### config.mk
export PLATFORM = sky130hd
export DESIGN_NAME = fir_input_loader
export DESIGN_NICKNAME = d
export VERILOG_FILES = /design/src/rtl/fir_input_loader.sv
export SDC_FILE = /design/constraint.sdc
export NUM_CORES = 1
export LEC_CHECK = 0
export BUFFER_PORTS_ARGS = -buffer_cell sky130_fd_sc_hd__buf_2
export CORE_AREA = 2 2 57 59
export DETAILED_ROUTE_END_ITERATION = 8
export DIE_AREA = 0 0 59 61
export PLACE_DENSITY = 0.74
export SYNTH_ARGS = -nofsm -noshare
export SYNTH_HDL_FRONTEND = slang
export SYNTH_SLANG_ARGS = --single-unit
### constraint.sdc
create_clock -name clk -period 1.95 [get_ports clk]
set_input_delay 0.0975 -clock clk [delete_from_list [all_inputs] [get_ports clk]]
set_output_delay 0.0975 -clock clk [all_outputs]
set_load 0.02 [all_outputs]
### src/rtl/fir_input_loader.sv
// rtl/fir_input_loader.sv - nibble-serial sample/coefficient loader feeding the FIR tap delay line
// Optional parity checking on din is enabled by defining FIR_LOADER_PARITY_EN.
module fir_input_loader #(
  parameter int N_TAPS  = 2,
  parameter int BW_IN   = 8,
  parameter int BW_COEF = 8,
  parameter int NIB     = 4
) (
  input  logic                      clk,
  input  logic                      reset,
`ifdef FIR_LOADER_PARITY_EN
  input  logic                      par,
  output logic                      par_err,
`endif
  input  logic [NIB-1:0]            din,
  input  logic                      strobe,
  input  logic                      mode,
  input  logic                      clr,
  output logic [BW_IN-1:0]          x_out,
  output logic                      x_valid,
  output logic [N_TAPS*BW_COEF-1:0] coef_flat,
  output logic                      coef_done,
  output logic                      busy
);

  localparam int SAMP_CH = BW_IN / NIB;
  localparam int COEF_CH = BW_COEF / NIB;
  localparam int MAX_CH  = (SAMP_CH > COEF_CH) ? SAMP_CH : COEF_CH;
  localparam int AW      = MAX_CH * NIB;
  localparam int CW      = $clog2(MAX_CH + 1);
  localparam int IW      = (N_TAPS > 1) ? $clog2(N_TAPS) : 1;
  localparam logic [CW-1:0] SAMP_LAST = CW'(SAMP_CH);
  localparam logic [CW-1:0] COEF_LAST = CW'(COEF_CH);
  localparam logic [IW-1:0] LAST_IDX  = IW'(N_TAPS - 1);

  typedef enum logic [1:0] {IDLE, SAMPLE, COEF} state_t;

  state_t                      r_state;
  state_t                      w_state_next;
  logic [AW-1:0]               r_acc;
  logic [CW-1:0]               r_cnt;
  logic [IW-1:0]               r_idx;
  logic [BW_IN-1:0]            r_x;
  logic                        r_xv;
  logic [N_TAPS*BW_COEF-1:0]   r_coef;
  logic                        r_done;
  logic                        r_busy;

  logic                        w_take;
  logic                        w_last;
  logic                        w_is_coef;
  logic [CW-1:0]               w_cnt_next;
  logic [AW-1:0]               w_acc_next;
  logic                        w_drop;

  always_ff @(posedge clk or negedge reset) begin
    if (!reset) r_state <= IDLE;
    else        r_state <= w_state_next;
  end

  // The first chunk decides the word type; later mode changes are ignored.
  always_comb begin
    w_state_next = r_state;
    w_take       = 1'b0;
    w_is_coef    = 1'b0;
    case (r_state)
      IDLE: begin
        if (strobe) begin
          w_take       = 1'b1;
          w_is_coef    = mode;
          w_state_next = mode ? COEF : SAMPLE;
        end
      end
      SAMPLE: w_take = strobe;
      COEF: begin
        w_take    = strobe;
        w_is_coef = 1'b1;
      end
      default: w_state_next = IDLE;
    endcase
    w_cnt_next = (r_state == IDLE) ? CW'(1) : r_cnt + CW'(1);
    w_acc_next = (r_state == IDLE) ? AW'(din) : AW'({r_acc, din});
    w_last     = w_take && (w_cnt_next == (w_is_coef ? COEF_LAST : SAMP_LAST));
    if (w_last) w_state_next = IDLE;
    if (clr) begin
      w_take       = 1'b0;
      w_last       = 1'b0;
      w_state_next = IDLE;
    end
  end

`ifdef FIR_LOADER_PARITY_EN
  logic r_bad;
  logic r_par_err;
  logic w_chunk_bad;
  assign w_chunk_bad = ^{par, din};
  assign w_drop      = w_chunk_bad | ((r_state != IDLE) & r_bad);
  assign par_err     = r_par_err;

  // r_bad remembers a bad chunk anywhere in the word in progress.
  always_ff @(posedge clk or negedge reset) begin
    if (!reset) begin
      r_bad     <= 1'b0;
      r_par_err <= 1'b0;
    end else if (clr) begin
      r_bad     <= 1'b0;
      r_par_err <= 1'b0;
    end else if (w_take) begin
      r_bad <= w_drop;
      if (w_chunk_bad) r_par_err <= 1'b1;
    end
  end
`else
  assign w_drop = 1'b0;
`endif

  always_ff @(posedge clk or negedge reset) begin
    if (!reset) begin
      r_acc  <= '0;
      r_cnt  <= '0;
      r_idx  <= '0;
      r_x    <= '0;
      r_xv   <= 1'b0;
      r_coef <= '0;
      r_done <= 1'b0;
      r_busy <= 1'b0;
    end else begin
      r_xv   <= 1'b0;
      r_done <= 1'b0;
      r_busy <= (w_state_next != IDLE);
      if (clr) begin
        r_cnt <= '0;
      end else if (w_take) begin
        r_acc <= w_acc_next;
        r_cnt <= w_last ? '0 : w_cnt_next;
        if (w_last && !w_drop) begin
          if (w_is_coef) begin
            r_coef[r_idx*BW_COEF +: BW_COEF] <= w_acc_next[BW_COEF-1:0];
            if (r_idx == LAST_IDX) begin
              r_idx  <= '0;
              r_done <= 1'b1;
            end else begin
              r_idx <= r_idx + IW'(1);
            end
          end else begin
            r_x  <= w_acc_next[BW_IN-1:0];
            r_xv <= 1'b1;
          end
        end
      end
    end
  end

  assign x_out     = r_x;
  assign x_valid   = r_xv;
  assign coef_flat = r_coef;
  assign coef_done = r_done;
  assign busy      = r_busy;

endmodule

After elaboration in Yosys (flattened, before gate mapping) --
Index checks and enable logic that the tools add are counted.
Storage, ports and cells: bits in registers 36
Operators by class: shift operators 2, reductions and logical operators 8, add/subtract/negate cells 3, equal/unequal tests 3, bitwise gates (word level) 2, muxes and demuxes 27
Operators with widths (number):
- 4-bit negator with 34-bit output | 1
- 8-bit by 34-bit variable shift with 16-bit output, first input constant | 1
- 8-bit by 34-bit indexed part select with 16-bit output | 1
- 16-bit bitwise mux | 1
- 2-bit two-way mux | 8
- 1-bit two-way mux | 14
- 8-bit two-way mux | 1
- 4-bit AND reduction | 2
- 2-bit == test, second input constant | 2
- 1-bit one-hot mux with 2 select lines | 2
- 2-bit one-hot mux with 2 select lines | 1
- 2-bit nonzero test | 2
- 2-bit by 1-bit adder with 2-bit output, second input constant | 1
- 2-bit by 1-bit == test with 1-bit output, second input constant | 1
- 2-bit logical NOT | 1
- 1-bit inverter | 2
- 2-bit AND reduction | 1
- 2-bit OR reduction | 1
- 1-bit adder, second input constant | 1
- 1-bit logical AND | 1

Depth between registers and ports, before layout --
Gate-level depths: netlist (run 1).
depth after elaboration 8, depth in mapped cells 5, mapped depth without buffers 3

Worst setup path before layout (run 1) --
OpenSTA, ideal clock, no wires.
path kind register to register, start register r_cnt[1], end register r_coef[10] (netlist: coef_flat[10]), clock period less this slack 1.456 ns, arrival 1.331 ns, setup slack 0.494 ns, path buffers 1, library setup time 0.125 ns, cell stages (with the launch flop) 5, data required time 1.825 ns, cell sequence dfrtp_1 > and4bb_4 > and3_4 > buf_6 > mux2_2
Between the ends: longest elaborated chain between the ends 6
RTL lines:
- start: declaration | line 41 | logic [CW-1:0] r_cnt;
- start signal: assignment | line 135 | r_cnt <= w_last ? '0 : w_cnt_next;
- 2-bit by 1-bit adder with 2-bit output | line 81 | w_cnt_next = (r_state == IDLE) ? CW'(1) : r_cnt + CW'(1);
- 2-bit two-way mux | line 81
- 2-bit == test | line 83 | w_last = w_take && (w_cnt_next == (w_is_coef ? COEF_LAST : SAMP_LAST));
- 1-bit logical AND | line 83
- 1-bit two-way mux | line 85 | if (clr) begin
- 4-bit AND reduction (no source line)
- end signal: indexed assignment | line 138 | r_coef[r_idx*BW_COEF +: BW_COEF] <= w_acc_next[BW_COEF-1:0];
- end: declaration | line 45 | logic [N_TAPS*BW_COEF-1:0] r_coef;
Every way passes these cells. A chain may end at the register's enable or synchronous reset.

Final worst setup path (run 1) --
start input port clr, end register r_x[2] (netlist: x_out[2])
Between the ends: longest elaborated chain between the ends 2, elaborated cells on any way between the ends 4, those cells by class mux: 2; bitwise: 1; reduce/logical: 1
RTL lines:
- start: declaration | line 18 | input logic clr,
- 1-bit two-way mux or 1-bit inverter (tied branches)
- 4-bit AND reduction (no source line) (*)
- end signal: assignment | line 146 | r_x <= w_acc_next[BW_IN-1:0];
- end: declaration | line 43 | logic [BW_IN-1:0] r_x;
Mark *: on every way between the ends. The rest lies on a longest branch, timed or not.

==> metrics.md, run 1 <==
| Metric | Value |
|---|---|
| Max cap viols | `0` |
| Setup tns final | `0 ns` |
| Placer Congestion | `0.823` |
| Setup Skew | `approximately 0.0069 ns` |
| TritonCTS clock tree | `done` |
| Crit Path Category | `in2reg` |
| Leakage power of the design | `0.000933 uW` |
| Chip Width | `between 50 and 60 microns` |
| Routed wire length | `2680 microns` |
| RSZ-0062 raised after global routing | `false` |
| Vias in the first global route | `927` |
| Mean area per synthesized cell | `~15 sq um` |
| First DRT Iteration DRCs | `9` |
| Die Y | `61 microns` |
| Post-DP HPWL | `1840 microns` |
| Longest Clk Path Bufs | `2` |
| Finished Layout Cells | `172` |
| Core area | `2950 sq um` |
| Worst setup SP type | `input port` |
| Synth warnings | `0` |
| Vias/cell | `about 5.3` |
| Antenna cells | `0` |
| Fill count | `242` |
| Grt ovf | `0` |
| Drt drc | `0` |
| Final hold violation count | `0` |
| Routed Antenna Nets | `0` |
| Tcrit/Tclk final | `around 81%` |
| Final WS setup | `0.364 ns` |
| Req. time, crit path | `2.17 ns` |
| Cts bufs inserted | `5` |
| First-pass GRT wire length | `4280 microns` |
| Layout cells sized above 1 | `54.0%` |
| Relative slew slack | `47.9%` |
| Hold Path Stages | `2` |
| Initial Util | `49.3%` |
| H-tree depth | `2` |
| Pin count of the biggest net entering global routing | `37` |
| F_max | `631 MHz` |
| Pwr/cell area | `943 nW/um^2` |
| Clk slew on worst S/H paths | `around 0.10 ns` |
| CP Capture Type | `flip-flop` |
| Status | `completed` |
| R2R depth | `3` |
| Register area | `901 sq um` |
| Post-CTS setup buffer count | `0` |
| Final core occ | `a little under 60%` |
| Pre-antenna DRT Iters | `4` |
| Worst-Margin Slew | `around 0.8 ns` |
| Initial antenna violation count | `0` |
| Row Count | `20` |
| Synth Net Count | `106` |
| WHS | `0.0343 ns` |
| Full die area | `around 3600 sq um` |
| Root buf cell | `clkbuf_4` |
| Skew-Pair Late Insertion Delay | `0.33 ns` |
| DR WL/cell | `15.6 microns` |
| DR vias | `905` |
| Synth Instances | `97` |
| Commonest non-fill, non-tap cells in the layout | `dfrtp_1, buf_2, mux2_2` |
| CTS sink cnt | `36` |
| All-layer global routing usage | `around 17%` |
| Final setup violating endpoints | `0` |
| Area delta synth->final | `18.4%` |
| Post-synthesis sequential area ratio | `61.9%` |
| Worst Path Max Fanout | `9` |
| Commonest non-fill, non-tap cell in the layout | `dfrtp_1` |
| Dpl ws | `0.394 ns` |
| Area of the multi-input gates | `515 sq um` |
| Synth Register Bits | `36` |
| Synthesized cell area | `1460 sq um` |
| Nets | `147` |
| I/O pins | `36` |
| # placed instances | `162` |
| Final count of pins violating max slew | `0` |
| Crit path time final | `1.59 ns` |
| Input/output buffers | `35` |
| Crit path DAT | `1.81 ns` |
| Synth unique cells | `24` |
| Peak VDD IR | `430 uV` |
| Worst min path class | `in2reg` |
==> final timing paths <==
kind | startpoint | to | slack (ns)
min | din[2] | coef_flat[2] | 0.03
max in group asynchronous | reset | x_out[6] | 1.07
min reg2reg | r_idx | r_idx | 0.50
min in group asynchronous | reset | busy | 0.38
max | clr | x_out[2] | 0.36
max reg2reg | r_cnt[1] | x_out[2] | 0.40
==> synth_stat cells <==
cell	instances	share of area (%)
a2111oi_0	1	0.60
a211o_2	1	0.69
a21o_1	1	0.52
a21oi_1	3	1.0
and3_4	1	0.77
and4b_1	1	0.69
and4bb_4	1	1.1
buf_2	1	0.34
buf_6	2	1.5
dfrtp_1	36	62
inv_1	3	0.77
mux2_2	28	22
nand2_1	2	0.52
nand2b_1	1	0.43
nand3b_1	1	0.52
nand3b_2	2	1.5
nor2_1	1	0.26
nor2b_1	4	1.7
nor2b_2	1	0.60
nor3_1	1	0.34
nor4_1	2	0.86
o21ai_0	1	0.34
xnor2_1	1	0.60
xor2_1	1	0.60
==> stage by stage <==
stage | total power (uW) | cell area (sq um)
after CTS | 1650 | 1720
after global routing | 1710 | 1720
after floorplan | 1120 | 1460
after global placement | 1220 | 1640
final | 1630 | 1720
after detailed placement | 1240 | 1640
==> layout make-up <==
cell class,count,area share [%]
clock buffers,8,3.41
repair buffers,37,11.3
flip-flops and latches,36,52.3
multi-input cells,55,29.9
well taps,33,2.40
inverters,3,0.654
==> worst max-delay path, cell delays in order <==
cell and delay [ns]:
dlygate4sd3_1 0.56, buf_2 0.17, and4bb_4 0.34, nand3b_2 0.27
mux2_2 0.37
==> state kept, by name, indices dropped and copies added (netlist names) <==
signal and count:
r_state 2, r_idx 1, x_out 8, coef_done 1, r_cnt 2, x_valid 1
busy 1, r_acc 4, coef_flat 16
==> routing by layer <==
metal	up-vias	global-route usage [%]	part of all wire [%]
met4	0	12.0	2.6
met5	-	0	0
met1	443	20.1	44
met2	31	26.8	49
met3	8	4.69	4.3
li1	423	-	-
==> logic make-up after synthesis <==
kind of cell	after synthesis	share of synthesized area (%)
DFF	36	61.9
muxes	28	21.7
and+or+nand+nor	18	9.37
AOI/OAI and AO/OA	7	3.18
buffers and inverters	6	2.67
xor gates and xnor gates	2	1.20
==> report_power, final <==
part | internal (uW) | switching [uW]
Clock | 178 | 227
Combinational | 143 | 181
Sequential | 841 | 55.2
==> repair_timing <==
item,CTS,global route
resized for setup,0,0
hold buffers,2,0
endpoints found under the hold margin,37,0
setup endpoints to repair,0,0
Note: power is estimated with default switching activity, not from simulation.
==> inputs of run 2 (changes only) <==
--- a/config.mk
+++ b/config.mk
@@ -6,10 +6,10 @@
 export NUM_CORES = 1
 export LEC_CHECK = 0
 export BUFFER_PORTS_ARGS = -buffer_cell sky130_fd_sc_hd__buf_2
-export CORE_AREA = 2 2 57 59
+export CORE_AREA = 2 2 60 62
 export DETAILED_ROUTE_END_ITERATION = 8
-export DIE_AREA = 0 0 59 61
-export PLACE_DENSITY = 0.74
+export DIE_AREA = 0 0 62 64
+export PLACE_DENSITY = 0.71
 export SYNTH_ARGS = -nofsm -noshare
 export SYNTH_HDL_FRONTEND = slang
 export SYNTH_SLANG_ARGS = --single-unit
==> constraint.sdc (replaced) <==
create_clock -name clk -period 1.3 [get_ports clk]
set_input_delay 0.065 -clock clk [delete_from_list [all_inputs] [get_ports clk]]
set_output_delay 0.065 -clock clk [all_outputs]
set_load 0.02 [all_outputs]
==> metrics.md, run 2 (synthesized netlist as in run 1, its figures left out) <==
| Metric | Value |
|---|---|
| Status | `finished with violations (was completed)` |
| Violated checks | `negative setup slack` |
| Skew-Pair Late Insertion Delay | `0.34 ns (was 0.33 ns)` |
| Final setup violating endpoints | `27 (was 0)` |
| Routed Antenna Nets | `0 (unchanged)` |
| Critical-path cell list | `and4bb_4 -> and3_4 -> mux2_4 (was dlygate4sd3_1 -> buf_2 -> and4bb_4 -> nand3b_2 -> mux2_2)` |
| Crit path time final | `between 1 and 1.5 ns` |
| Crit Path Category | `reg2reg (was in2reg)` |
| M3 GR Usage | `6.68% (was 4.69%)` |
| Cts bufs inserted | `5 (unchanged)` |
| GRT met1 Usage | `20.7% (was 20.1%)` |
| CP Capture Type | `flip-flop (unchanged)` |
| All-layer global routing usage | `16.9% (was 17.0%)` |
| Pre-antenna DRT Iters | `2 (was 4)` |
| CTS sink cnt | `36 (unchanged)` |
| Finished Layout Cells | `206 (was 172)` |
| Layout cells sized above 1 | `59.4% (was 54.0%)` |
| RSZ-0062 raised after global routing | `true (was false)` |
| Longest Clk Path Bufs | `2 (unchanged)` |
| Peak VDD IR | `675 uV (was 430 uV)` |
| # placed instances | `190 (was 162)` |
| Grt ovf | `0 (unchanged)` |
| DR vias | `999 (was 905)` |
| Worst min path class | `in2reg (unchanged)` |
| WP buf/inv | `0 (was 2)` |
| Worst setup SP type | `flip-flop (was input port)` |
| Post-DP HPWL | `2070 microns (was 1840 microns)` |
| Worst-Margin Slew | `0.280 ns (was 0.781 ns)` |
| Area delta synth->final | `36.3% (was 18.4%)` |
| Core area | `3280 sq um (was 2950 sq um)` |
| Setup tns final | `-1.86 ns (was 0 ns)` |
| TritonCTS clock tree | `done (unchanged)` |
| Routed wire length | `2800 microns (was 2680 microns)` |
| Fill count | `279 (was 242)` |
| Placer Congestion | `0.762 (was 0.823)` |
| Max FFs per register | `16 (unchanged)` |
| Nets | `168 (was 147)` |
| Vias/cell | `4.85 (was 5.26)` |
| Pin count of the biggest net entering global routing | `15 (was 37)` |
| CP max-delay cell | `dfrtp_1 (was dlygate4sd3_1)` |
| Relative slew slack | `81.2% (was 47.9%)` |
| Pwr Total | `2670 uW (was 1630 uW)` |
| Die Y | `64 microns (was 61 microns)` |
| Row Count | `21 (was 20)` |
| Vias in the first global route | `1008 (was 927)` |
| F_max | `approximately 690 MHz` |
| Leakage power of the design | `0.00108 uW (was 0.000933 uW)` |
| WHS | `0.0244 ns (was 0.0343 ns)` |
| Dpl ws | `-0.158 ns (was 0.394 ns)` |
| Tcrit/Tclk final | `111%` |
| CP max stage delay | `0.38 ns (was 0.56 ns)` |
| Final count of pins violating max slew | `0 (unchanged)` |
| Setup Skew | `0.0100 ns (was 0.00691 ns)` |
| Final WS setup | `-0.142 ns (was 0.364 ns)` |
| Pwr/cell area | `1350 nW/um^2 (was 943 nW/um^2)` |
| Met2 Use GR | `26.7% (was 26.8%)` |
| Final hold violation count | `0 (unchanged)` |
| Input/output buffers | `35 (unchanged)` |
| Initial Util | `44.3% (was 49.3%)` |
| Crit path DAT | `1.66 ns (was 1.81 ns)` |
| Top Usage Layer GRT | `met2 (unchanged)` |
| Drt drc | `0 (unchanged)` |
| Largest delay share family, worst path | `simple AND/OR/NAND/NOR gates (was buffers and inverters)` |
| I/O pins | `36 (unchanged)` |
| Full die area | `3970 sq um (was 3600 sq um)` |
| First DRT Iteration DRCs | `30 (was 9)` |
| Clk slew on worst S/H paths | `0.10 ns (about the same)` |
| Commonest non-fill, non-tap cell in the layout | `dfrtp_1 (unchanged)` |
| DR WL/cell | `13.6 microns (was 15.6 microns)` |
| Initial antenna violation count | `0 (unchanged)` |
| Max cap viols | `0 (unchanged)` |
| Chip Width | `62 microns (was 59 microns)` |
| Root buf cell | `clkbuf_4 (unchanged)` |
| Worst Path Max Fanout | `5 (was 9)` |
| H-tree depth | `2 (unchanged)` |
| First-pass GRT wire length | `4800 microns (was 4280 microns)` |
| Antenna cells | `0 (unchanged)` |
| Commonest non-fill, non-tap cells in the layout | `dfrtp_1, buf_2, mux2_2 (unchanged)` |
| Req. time, crit path | `1.52 ns (was 2.17 ns)` |
-- run 2: path summary, 6_finish.rpt --
kind / from / end / slack, ns / cells after the start
worst max-delay path: r_cnt[1] / coef_flat[14] / -0.14 / 3
worst min-delay path: clr / busy / 0.02 / 3
worst max register to register: r_cnt[1] / coef_flat[14] / -0.14 / 3
worst min register to register: x_out[5] / x_out[5] / 0.51 / 1
max in group asynchronous: reset / coef_flat[1] / 0.69 / 3
min in group asynchronous: reset / x_valid / 0.14 / 2
-- run 2: final cells by class --
cell class / instances / area, sq um / area share (%)
tap: 46 / 57.6 / 2.90
inverter: 3 / 11.3 / 0.568
multi-input combinational: 56 / 577 / 29.1
timing repair buffer: 57 / 360 / 18.2
clock buffer: 6 / 41.3 / 2.08
clock inverter: 2 / 35.0 / 1.77
sequential: 36 / 901 / 45.4
-- run 2: per-layer routing --
layer / wire length (microns) / vias up
met3: 174 / 6
met1: 1170 / 490
met2: 1410 / 26
met4: 44 / 0
met5: 0 / -
li1: - / 477
-- run 2: worst reg2reg max path, cell delays in order, from the launching register on --
cell	delay [ns]
dfrtp_1	0.38
and4bb_4	0.36
and3_4	0.28
mux2_4	0.31
-- run 2: what timing repair did --
| item | in CTS | in global routing |
|---|---|---|
| gates cloned | 1 | 0 |
| pin swaps | 0 | 0 |
| gates resized for setup | 5 | 2 |
| endpoints found under the setup margin | 27 | 32 |
| hold buffers | 5 | 0 |
| endpoints found under the hold margin | 50 | 0 |
| setup buffers | 1 | 1 |
-- run 2: where the power goes --
| group | switching, uW | internal, uW | total [uW] |
|---|---|---|---|
| clock | 346 | 403 | 749 |
| combinational | 291 | 278 | 569 |
| sequential | 88.7 | 1260 | 1350 |
| total | 727 | 1940 | 2670 |
-- run 2: metrics by stage --
step | utilization (%) | cell area, sq um
global route | 60.4 | 1980
global placement | 54.9 | 1800
detailed placement | 54.9 | 1800
CTS | 59.9 | 1970
finish | 60.4 | 1980
floorplan | - | 1490
